<file path="config.mk">
export PLATFORM = sky130hd
export DESIGN_NAME = rr_grant_arbiter
export DESIGN_NICKNAME = d
export VERILOG_FILES = /design/src/rtl/rr_grant_arbiter.sv
export SDC_FILE = /design/constraint.sdc
export NUM_CORES = 1
export LEC_CHECK = 0
export CORE_MARGIN = 2
export CORE_UTILIZATION = 55
export CTS_BUF_LIST = sky130_fd_sc_hd__clkbuf_2
export CTS_CLUSTER_DIAMETER = 40
export CTS_CLUSTER_SIZE = 28
export DETAILED_ROUTE_END_ITERATION = 8
export PLACE_DENSITY = 0.89
export RECOVER_POWER = 100
export SETUP_SLACK_MARGIN = 0.3
export SLEW_MARGIN = 20
export SYNTH_ARGS = -nofsm -noshare
export SYNTH_HDL_FRONTEND = slang
export SYNTH_SLANG_ARGS = --single-unit
</file>
<file path="constraint.sdc">
create_clock -name CLK -period 6.8 [get_ports CLK]
set_input_delay 1.7 -clock CLK [delete_from_list [all_inputs] [get_ports CLK]]
set_output_delay 1.7 -clock CLK [all_outputs]
set_load 0.02 [all_outputs]
</file>
<file path="src/rtl/rr_grant_arbiter.sv">
// Eight-requester round-robin arbiter with a registered one-hot grant for the downstream 8-to-3 encoder.
// Latency: REQ to GNT is 1 cycle. After a release there is one all-zero BUBBLE cycle, so the earliest re-grant is 2 cycles later.
// Backpressure: none. The owner keeps the grant until DONE or until it drops its REQ line.
//
// Ports:
//   CLK      system clock; all state updates on the rising edge
//   RST      synchronous, active-high reset; dominates every other input
//   REQ[N]   level-sensitive request lines, bit i = requester i
//   DONE     one-cycle release pulse from the current owner (ignored outside GRANT)
//   GNT[N]   registered one-hot grant, or all-zero when nothing is granted
//   VALID    high exactly when GNT is non-zero
//   TIMEOUT  one-cycle pulse on a forced release (only with TIMEOUT_EN)
//
// Build option: define TIMEOUT_EN to add the hold counter, the MAX_HOLD/CW
// parameters and the TIMEOUT port. Without it, a grant is held indefinitely.

module rr_grant_arbiter #(
    parameter int N = 8
`ifdef TIMEOUT_EN
    ,
    parameter int MAX_HOLD = 15,
    parameter int CW       = 4
`endif
) (
    input  logic         CLK,
    input  logic         RST,
    input  logic [N-1:0] REQ,
    input  logic         DONE,
    output logic [N-1:0] GNT,
    output logic         VALID
`ifdef TIMEOUT_EN
    ,
    output logic         TIMEOUT
`endif
);

    localparam int PW = $clog2(N);

    typedef enum logic [1:0] {
        S_IDLE   = 2'd0,
        S_GRANT  = 2'd1,
        S_BUBBLE = 2'd2
    } state_t;

    state_t        state_q, state_d;
    logic [PW-1:0] ptr_q, ptr_d;
    logic [PW-1:0] own_q, own_d;
    logic [N-1:0]  gnt_d;
    logic          valid_d;

    logic          pick_vld;
    logic [PW-1:0] pick_idx;
    logic          rel_normal;
    logic          release_now;

`ifdef TIMEOUT_EN
    logic [CW-1:0] cnt_q, cnt_d;
    logic          tmo_d;
    logic          tmo_hit;
`endif

    // Rotating priority scan. The first set bit at or after ptr_q wins. The
    // index sum is PW bits wide, so it wraps from 7 back to 0 on its own.
    always_comb begin
        pick_vld = 1'b0;
        pick_idx = ptr_q;
        for (int k = 0; k < N; k++) begin
            if (!pick_vld && REQ[ptr_q + PW'(k)]) begin
                pick_vld = 1'b1;
                pick_idx = ptr_q + PW'(k);
            end
        end
    end

    // The owner releases by pulsing DONE or by dropping its own request line.
    assign rel_normal = DONE || !REQ[own_q];

`ifdef TIMEOUT_EN
    // The counter reads MAX_HOLD on the cycle before the forced release edge.
    // That edge is therefore MAX_HOLD+1 edges after the grant edge.
    assign tmo_hit     = (state_q == S_GRANT) && (cnt_q == CW'(MAX_HOLD));
    assign release_now = rel_normal || tmo_hit;
`else
    assign release_now = rel_normal;
`endif

    always_comb begin
        state_d = state_q;
        ptr_d   = ptr_q;
        own_d   = own_q;
        gnt_d   = GNT;
        valid_d = VALID;
`ifdef TIMEOUT_EN
        cnt_d   = cnt_q;
        tmo_d   = 1'b0;
`endif
        case (state_q)
            S_IDLE: begin
                if (pick_vld) begin
                    state_d = S_GRANT;
                    own_d   = pick_idx;
                    gnt_d   = {{(N-1){1'b0}}, 1'b1} << pick_idx;
                    valid_d = 1'b1;
`ifdef TIMEOUT_EN
                    cnt_d   = '0;
`endif
                end else begin
                    gnt_d   = '0;
                    valid_d = 1'b0;
                end
            end
            S_GRANT: begin
                // GNT stays frozen here. Other requesters' REQ changes are ignored.
                if (release_now) begin
                    state_d = S_BUBBLE;
                    gnt_d   = '0;
                    valid_d = 1'b0;
                    ptr_d   = own_q + PW'(1);
`ifdef TIMEOUT_EN
                    // A normal release on the same edge takes precedence, so no pulse.
                    tmo_d   = tmo_hit && !rel_normal;
`endif
                end
`ifdef TIMEOUT_EN
                else begin
                    cnt_d = cnt_q + CW'(1);
                end
`endif
            end
            S_BUBBLE: begin
                // This guaranteed all-zero cycle separates consecutive grants at the encoder.
                state_d = S_IDLE;
                gnt_d   = '0;
                valid_d = 1'b0;
            end
            default: begin
                state_d = S_IDLE;
                gnt_d   = '0;
                valid_d = 1'b0;
            end
        endcase
    end

    always_ff @(posedge CLK) begin
        if (RST) begin
            state_q <= S_IDLE;
            ptr_q   <= '0;
            own_q   <= '0;
            GNT     <= '0;
            VALID   <= 1'b0;
`ifdef TIMEOUT_EN
            cnt_q   <= '0;
            TIMEOUT <= 1'b0;
`endif
        end else begin
            state_q <= state_d;
            ptr_q   <= ptr_d;
            own_q   <= own_d;
            GNT     <= gnt_d;
            VALID   <= valid_d;
`ifdef TIMEOUT_EN
            cnt_q   <= cnt_d;
            TIMEOUT <= tmo_d;
`endif
        end
    end

endmodule

</file>
==> run_results.csv, run 1 <==
group,metric,value,unit
clock_tree,clk_path_buf_depth,2,
die,pin_count,20,
worst_setup_path,cpPeakStageDelay,0.76,ns
worst_setup_path,cp-start-kind,"input port",
timing,fmax,0.2072,GHz
global_route,grt_max_degree,20,
timing,slew_violations,0,
run_status,outcome,"completed",
clock_tree,clock_sinks,17,
cells_and_area,diodes,0,
route,vias,1508,
die,die_h,60.19,um
pwr,vdd_ir_drop_max,0.0001878,V
cells_and_area,final_common_cell,"nor2_1",
global_route,grtUsageTotal,26.34,%
logic_synthesis,synth_area,1737,um^2
worst_setup_path,critPathLaunch,"REQ[7]",
logic_synthesis,synth-edff-count,0,
placement,dp_hpwl,3.270,mm
global_route,grt_pass1_vias,1476,
route,routedWlPerCell,18.63,um
timing,fin_ws,1.975,ns
global_route,grt_pass1_wl,7.224,mm
clock_tree,numCtsBuffers,3,
global_route,gr-usage-met2,44.41,%
clock_tree,tritoncts,"built",
placement,pre_cts_slack,2.275,ns
job,maxCapViolCount,0,
clock_tree,post_cts.repair.setup_buffers,0,
timing,worst_slew_pin_slew,0.9106,ns
route,drcViolationCount,0,
cells_and_area,drive_above_1_share,19.46,%
clock_tree,path_clk_slew,0.16,ns
worst_hold_path,min_from,"VALID",
pwr,power.static_leakage,0.6965,nW
worst_setup_path,cp.required,7.02,ns
die,num_rows,20,
logic_synthesis,syn_area_per_cell,10.10,um^2
timing,setup_viol,0,
timing,clock_skew,0.01415,ns
clock_tree,cts_resized,0,
timing,final-hold-violation-count,0,
timing,fin_crit,4.825,ns
clock_tree,h-tree-depth,1,
logic_synthesis,syn_nets,186,
placement,gp_congestion,0.9098,
timing,relSlewSlack,38.65,%
global_route,met3_usage,3.463,%
die,fp.dieW,60.19,um
logic_synthesis,ys.flop_type,"dfxtp_1",
logic_synthesis,yosysSeqAreaShare,19.60,%
route,firstDrtPassIters,4,
route,ant_nets,0,
cells_and_area,layout.nets,200,
logic_synthesis,synth_cells,172,
timing,tns,0,ns
logic_synthesis,synthArstFlopShare,0,%
worst_setup_path,crit_path_max_fanout,9,
cells_and_area,fill_cells,259,
global_route,grt_busiest_layer,"met2",
worst_setup_path,crit_type,"in2reg",
worst_setup_path,cpMaxStageDelayCell,"o21ai_0",
placement,io_buffers,19,
worst_setup_path,worstPathArrival,5.05,ns
die,core_region_area,3028,um^2
global_route,grtUsageMet1,35.47,%
die,dieArea,3623,um^2
worst_hold_path,hp-class,"reg2reg",
logic_synthesis,synth.distinct_cells,58,
logic_synthesis,ys_warn_count,0,
route,via_per_inst,6.585,
global_route,antenna_found_initial,0,
logic_synthesis,ys_ff_latch,17,
worst_setup_path,r2r-start,"ptr_q[1]",
die,start_util,57.36,%
clock_tree,clk_latency,0.31,ns
worst_setup_path,endpoint_kind,"flop",
route,drt-total-wl,4.266,mm
worst_setup_path,crit_chain,"dlygate4sd3_1, mux4_2, mux2i_1, o31a_1, nand4_1, o21ai_0, nor3b_1, a32o_1",
timing,fin_crit_sh,70.96,%
route,drt_first_iter_violations,107,
pwr,powerDensity,260.9,nW/um^2
cells_and_area,final_util,62.93,%
global_route,overflow,0,
clock_tree,cts_root_buf,"clkbuf_2",
timing,rsz0062_at_grt,"no",
cells_and_area,synthToLayoutAreaGrowth,9.726,%
clock_tree,ctsHoldBuffers,0,
cells_and_area,layout_common_cells,"18 x nor2_1, 17 x dfxtp_1, 16 x mux4_2",
-- layer usage --
metal	share of wire, %	routed length, um	up-vias
met1	41	1744	726
met5	0	0	-
li1	-	-	701
met4	0.77	33	0
met3	8.0	341	5
met2	50	2147	76
-- per-stage QoR --
stage / instance area (um^2) / power, mW / hold WS (ns) / std cells
finish: 1906 / 0.4971 / 0.4977 / 229
global route: 1906 / 0.5295 / 0.5393 / 229
global placement: 1912 / 0.4465 / 0.4546 / 225
floorplan: 1737 / 0.3942 / 0.5098 / 172
CTS: 1932 / 0.5026 / 0.5056 / 229
detailed placement: 1912 / 0.4597 / 0.4687 / 225
-- final timing paths --
path,end,slack [ns],cells after the start
setup / recovery,GNT[5],1.97,8
hold / removal,VALID,0.50,2
setup reg to reg,GNT[5],2.13,9
hold reg to reg,VALID,0.50,2
-- report_power, final --
part	internal [mW]	total (mW)	switching, mW
Clock	0.0133	0.0441	0.0308
Sequential	0.115	0.140	0.0255
Combinational	0.144	0.313	0.169
Total	0.272	0.497	0.225
-- cells in the mapped netlist, drive strengths merged (3+ instances only) --
cell type,n,area [um^2]
nor2,18,67.56
dfxtp,17,340.3
mux4,16,360.4
mux2i,12,145.1
nand2,11,41.29
a22o,9,78.83
nor3,9,66.32
buf,7,58.80
inv,6,22.52
a21oi,4,20.02
o21ai,4,23.77
xnor2,4,35.03
a211oi,3,32.53
a21boi,3,22.52
a32o,3,31.28
clkbuf,3,11.26
ha,3,37.54
nor2b,3,26.27
or3,3,18.77
xor2,3,26.28
-- critical path: cells and delay by family --
kind            cells  cell delay, ns
buf+inv             1            0.67
compound gates      3            1.35
mux                 2            0.94
simple gates        2            0.38
-- final cells by class --
class                   count  area, um^2  share of cell area, %
well taps                  44       55.05                  2.889
clock inverters             1       5.005                 0.2626
multi-input cells         139        1277                  67.04
repair buffers             19       190.2                  9.980
clock buffers               3       15.01                 0.7879
flip-flops and latches     17       340.3                  17.86
inverters                   6       22.52                  1.182
-- flip-flops by register name, indices dropped and copies added, names as in the netlist --
| signal | count |
|---|---|
| GNT | 8 |
| own_q | 3 |
| ptr_q | 3 |
| state_q | 2 |
| VALID | 1 |
-- cells by family after synthesis --
family / Yosys count / share of synthesized area (%)
buf+inv: 16 / 5.331
mux: 30 / 30.62
flops: 17 / 19.60
simple gates: 57 / 18.08
compound gates: 42 / 20.68
xor+xnor: 7 / 3.530
fa+ha+maj: 3 / 2.162
No activity file was read; power rests on OpenSTA's default activity.
==> inputs of run 2 (changes only) <==
--- a/config.mk
+++ b/config.mk
@@ -6,12 +6,12 @@
 export NUM_CORES = 1
 export LEC_CHECK = 0
 export CORE_MARGIN = 2
-export CORE_UTILIZATION = 55
+export CORE_UTILIZATION = 53
 export CTS_BUF_LIST = sky130_fd_sc_hd__clkbuf_2
 export CTS_CLUSTER_DIAMETER = 40
 export CTS_CLUSTER_SIZE = 28
 export DETAILED_ROUTE_END_ITERATION = 8
-export PLACE_DENSITY = 0.89
+export PLACE_DENSITY = 0.9
 export RECOVER_POWER = 100
 export SETUP_SLACK_MARGIN = 0.3
 export SLEW_MARGIN = 20
==> constraint.sdc (replaced) <==
create_clock -name CLK -period 3.9 [get_ports CLK]
set_input_delay 0.975 -clock CLK [delete_from_list [all_inputs] [get_ports CLK]]
set_output_delay 0.975 -clock CLK [all_outputs]
set_load 0.02 [all_outputs]
==> run_results.csv, run 2 (synthesis results as in run 1) <==
group,metric,value,unit
worst_setup_path,crit_type,"in2reg",
worst_hold_path,hold_depth,2,
cells_and_area,final_common_cell,"nor2_1",
die,pin_count,20,
clock_tree,clk_latency,0.31,ns
timing,fmax,0.2777,GHz
run_status,outcome,"completed",
timing,rsz0062_at_grt,"no",
worst_setup_path,rr_endpoint,"own_q[0]",
placement,pre_cts_slack,0.1356,ns
clock_tree,ctsHoldBuffers,0,
global_route,grt_pass1_wl,7.196,mm
timing,slew_violations,0,
worst_setup_path,r2r-start,"ptr_q[1]",
route,drcViolationCount,0,
clock_tree,numCtsBuffers,3,
route,drt-total-wl,4.341,mm
timing,fin_ws,0.2994,ns
timing,fin_crit,3.601,ns
route,drt_first_iter_violations,136,
die,core_region_area,3078,um^2
cells_and_area,largest-register,"GNT",
worst_setup_path,reg2reg_setup_slack,0.51,ns
route,firstDrtPassIters,4,
timing,final-hold-violation-count,0,
die,die_h,61.24,um
worst_hold_path,hold_path_end,"VALID",
worst_setup_path,cpPeakStageDelay,0.66,ns
placement,io_buffers,19,
cells_and_area,drive_above_1_share,22.63,%
worst_setup_path,cp-start-kind,"input port",
clock_tree,tritoncts,"built",
cells_and_area,layout.nets,205,
clock_tree,h-tree-depth,1,
clock_tree,clock_sinks,17,
global_route,grtUsageTotal,25.90,%
worst_setup_path,rr_worst_depth,10,
worst_setup_path,crit_path_max_fanout,9,
cells_and_area,synthToLayoutAreaGrowth,13.62,%
die,dieArea,3750,um^2
cells_and_area,reg.largest.list,"GNT x8, own_q x3, ptr_q x3",
timing,relSlewSlack,62.25,%
die,fp.dieW,61.24,um
timing,setup_viol,0,
timing,clock_skew,0.01986,ns
clock_tree,clk_path_buf_depth,2,
clock_tree,cts_root_buf,"clkbuf_2",
die,num_rows,20,
worst_hold_path,hp-class,"reg2reg",
global_route,grt_busiest_layer,"met2",
route,ant_nets,0,
pwr,vdd_ir_drop_max,0.0002653,V
global_route,grt_max_degree,16,
placement,gp_congestion,1.002,
global_route,overflow,0,
cells_and_area,layout_common_cells,"18 x nor2_1, 17 x dfxtp_1, 16 x mux4_2",
global_route,grtUsageMet1,34.63,%
cells_and_area,final_util,64.11,%
clock_tree,path_clk_slew,0.14,ns
worst_setup_path,worstPathArrival,3.78,ns
worst_hold_path,min_from,"VALID",
die,start_util,56.42,%
worst_setup_path,endpoint_kind,"flop",
pwr,power.static_leakage,0.7304,nW
route,routedWlPerCell,18.55,um
global_route,met3_usage,3.992,%
worst_setup_path,cp.required,4.08,ns
cells_and_area,largest_reg_flops,8,
placement,dp_hpwl,3.401,mm
timing,fin_crit_sh,92.32,%
cells_and_area,diodes,0,
timing,worst_slew_pin_slew,0.5619,ns
global_route,antenna_found_initial,0,
pwr,powerDensity,457.8,nW/um^2
global_route,gr-usage-met2,42.86,%
route,vias,1543,
worst_setup_path,cpMaxStageDelayCell,"dlygate4sd3_1",
timing,tns,0,ns
global_route,grt_pass1_vias,1518,
route,via_per_inst,6.594,
worst_setup_path,crit_chain,"dlygate4sd3_1, mux4_2, inv_1, a32o_1, nand4_1, o21ai_2, clkbuf_1, mux2i_1, nor2_1",
job,maxCapViolCount,0,
-- run 2: area by class of cell --
type,instances,area [um^2]
multi-input combinational,139,1311
fill,235,1105
sequential,17,340.3
timing repair buffer,24,224.0
tap,44,55.05
inverter,6,22.52
clock buffer,3,15.01
clock inverter,1,5.005
-- run 2: per-layer routing --
| layer | wire, um | up-vias | part of all wire (%) |
|---|---|---|---|
| met1 | 1752 | 743 | 40 |
| met4 | 55 | 0 | 1.3 |
| met3 | 328 | 10 | 7.6 |
| met2 | 2205 | 75 | 51 |
| li1 | - | 715 | - |
| met5 | 0 | - | 0 |
-- run 2: worst max-delay path: cells and delay by family --
family                 cells  cell delay [ns]
and+or+nand+nor            2             0.28
buffers and inverters      3             1.04
muxes                      2             0.78
AOI/OAI and AO/OA          2             0.71
-- run 2: worst max-delay path by stage --
stage	startpoint	slack (ns)	endpoint
2_1_floorplan	ptr_q[1]	0.83	GNT[4]
3_3_place_gp	REQ[7]	0.18	GNT[7]
3_5_place_dp	REQ[5]	0.14	GNT[5]
4_1_cts	REQ[5]	0.48	GNT[5]
5_1_grt	REQ[7]	0.17	own_q[0]
6_report	REQ[7]	0.30	own_q[0]
-- run 2: timing repair --
action | in CTS | in global routing
gates resized for setup | 0 | 2
setup buffers | 0 | 0
endpoints found under the setup margin | 0 | 4
-- run 2: through the flow --
stage | cells | hold slack (ns) | power, mW | instance area (um^2)
4_1_cts | 234 | 0.4960 | 0.8984 | 1969
3_3_place_gp | 230 | 0.4492 | 0.7959 | 1949
3_5_place_dp | 230 | 0.4681 | 0.8191 | 1949
2_1_floorplan | 172 | 0.5098 | 0.6872 | 1737
5_1_grt | 234 | 0.5195 | 0.9593 | 1973
6_report | 234 | 0.4880 | 0.9033 | 1973
-- run 2: power breakdown --
part	total (mW)	switching, mW	internal (mW)
Combinational	0.601	0.331	0.270
Clock	0.0785	0.0553	0.0232
Sequential	0.224	0.0240	0.200
==> inputs of run 3 (changes only) <==
--- a/config.mk
+++ b/config.mk
@@ -8,9 +8,10 @@
 export CORE_MARGIN = 2
 export CORE_UTILIZATION = 53
 export CTS_BUF_LIST = sky130_fd_sc_hd__clkbuf_2
-export CTS_CLUSTER_DIAMETER = 40
+export CTS_CLUSTER_DIAMETER = 150
 export CTS_CLUSTER_SIZE = 28
 export DETAILED_ROUTE_END_ITERATION = 8
+export GPL_TIMING_DRIVEN = 0
 export PLACE_DENSITY = 0.9
 export RECOVER_POWER = 100
 export SETUP_SLACK_MARGIN = 0.3
==> run_results.csv, run 3 (synthesis results as in run 1) <==
group,metric,value,unit
run_status,outcome,"completed",
pwr,power.static_leakage,0.7506,nW
timing,relSlewSlack,62.12,%
global_route,grt_pass1_vias,1493,
worst_setup_path,cp.depth,9,
route,drcViolationCount,0,
die,pin_count,20,
worst_setup_path,r2r-start,"ptr_q[1]",
worst_setup_path,crit_chain,"dlygate4sd3_1, mux4_2, nor2_1, o32ai_1, a21boi_0, o2bb2ai_1, xnor2_1, nor3b_2, a32o_1",
worst_setup_path,cp.required,4.17,ns
worst_setup_path,crit_type,"in2reg",
clock_tree,cts_root_buf,"clkbuf_2",
timing,final-hold-violation-count,0,
clock_tree,clock_sinks,17,
cells_and_area,synthToLayoutAreaGrowth,16.07,%
route,vias,1569,
pwr,vdd_ir_drop_max,0.0002715,V
route,drt_first_iter_violations,111,
worst_setup_path,cp-endpoint,"GNT[5]",
clock_tree,clk_path_buf_depth,2,
die,dieArea,3750,um^2
job,maxCapViolCount,0,
die,core_region_area,3078,um^2
placement,io_buffers,19,
worst_setup_path,critical-path-top-delay-family,"compound AO/OA/AOI/OAI gates",
worst_setup_path,reg2reg_setup_slack,0.34,ns
die,fp.dieW,61.24,um
clock_tree,tritoncts,"built",
global_route,overflow,0,
cells_and_area,final_common_cell,"nor2_1",
worst_hold_path,hp-class,"reg2reg",
clock_tree,numCtsBuffers,3,
route,ant_nets,0,
route,routedWlPerCell,17.89,um
worst_setup_path,rr_endpoint,"GNT[5]",
route,firstDrtPassIters,4,
worst_setup_path,worstPathArrival,3.88,ns
global_route,grtUsageTotal,26.09,%
placement,pre_cts_slack,0.002897,ns
timing,fmax,0.2771,GHz
timing,hold_ws,0.4743,ns
timing,fin_crit_sh,92.54,%
timing,fin_ws,0.2910,ns
timing,setup_viol,0,
cells_and_area,fill_cells,239,
die,num_rows,20,
worst_setup_path,endpoint_kind,"flop",
worst_setup_path,critPathLaunch,"REQ[7]",
cells_and_area,largest-register,"GNT",
worst_setup_path,cpMaxStageDelayCell,"dlygate4sd3_1",
global_route,antenna_found_initial,0,
global_route,grt_pass1_wl,7.217,mm
timing,fin_crit,3.609,ns
cells_and_area,diodes,0,
worst_setup_path,cpPeakStageDelay,0.66,ns
die,die_h,61.24,um
worst_setup_path,cp-start-kind,"input port",
route,drt-total-wl,4.311,mm
worst_setup_path,crit_path_max_fanout,9,
clock_tree,path_clk_slew,0.17,ns
timing,tns,0,ns
worst_setup_path,rr_worst_depth,13,
pwr,powerDensity,451.6,nW/um^2
placement,dp_hpwl,3.356,mm
timing,worst_slew_pin_slew,0.5638,ns
cells_and_area,largest_reg_flops,8,
timing,clock_skew,0.01776,ns
route,via_per_inst,6.510,
pwr,finalPower,0.9104,mW
worst_setup_path,crit_buf_inv,1,
clock_tree,h-tree-depth,1,
timing,rsz0062_at_grt,"yes",
placement,gp_congestion,0.8944,
global_route,grt_max_degree,11,
clock_tree,ctsHoldBuffers,0,
die,start_util,56.42,%
clock_tree,clk_latency,0.31,ns
cells_and_area,layout.nets,212,
cells_and_area,layout_common_cells,"18 x nor2_1, 17 x dfxtp_1, 16 x mux4_2",
timing,slew_violations,0,
cells_and_area,drive_above_1_share,24.87,%
cells_and_area,reg.largest.list,"GNT x8, own_q x3, ptr_q x3",
## run 3: layer usage
layer / share of wire [%] / global-route usage [%] / up-vias
met5: 0 / 0 / -
met3: 6.2 / 3.571 / 17
met2: 52 / 46.05 / 72
met1: 39 / 32.76 / 758
li1: - / - / 722
met4: 2.4 / 8.696 / 0
## run 3: power by group
part	total [mW]	leakage [nW]	switching, mW	internal [mW]
Sequential	0.222	0.139	0.0219	0.200
Clock	0.0790	0.0164	0.0559	0.0232
Combinational	0.609	0.596	0.329	0.280
Total	0.910	0.751	0.407	0.504
## run 3: area by class of cell
type / count / area (um^2) / area share [%]
multi-input cells: 139 / 1303 / 64.62
flip-flops and latches: 17 / 340.3 / 16.88
repair buffers: 21 / 205.2 / 10.18
plain buffers: 10 / 70.07 / 3.476
well taps: 44 / 55.05 / 2.731
inverters: 6 / 22.52 / 1.117
clock buffers: 3 / 15.01 / 0.7449
clock inverters: 1 / 5.005 / 0.2483
## run 3: worst min path at each step
stage	to	start	slack, ns	cells after the start
after global placement	VALID	VALID	0.45	2
after global routing	VALID	VALID	0.52	2
after floorplan	state_q[0]	state_q[0]	0.51	2
after detailed placement	VALID	VALID	0.46	2
after CTS	VALID	VALID	0.48	2
final	VALID	VALID	0.47	2
## run 3: through the flow
step | utilization (%) | instance area [um^2] | instances
floorplan | - | 1737 | 172
global placement | 64.39 | 1982 | 235
detailed placement | 64.39 | 1982 | 235
CTS | 65.04 | 2002 | 239
global route | 65.49 | 2016 | 241
finish | 65.49 | 2016 | 241
## run 3: tightest hold or removal path: stages, from the launching register on
cell and delay [ns]:
dfxtp_1 0.35, inv_1 0.04, a21boi_0 0.06
## run 3: timing repair
| action | 4_1_cts | 5_1_grt |
|---|---|---|
| buffers inserted | 0 | 2 |
| gates resized for setup | 0 | 2 |
| setup endpoints to repair | 0 | 10 |
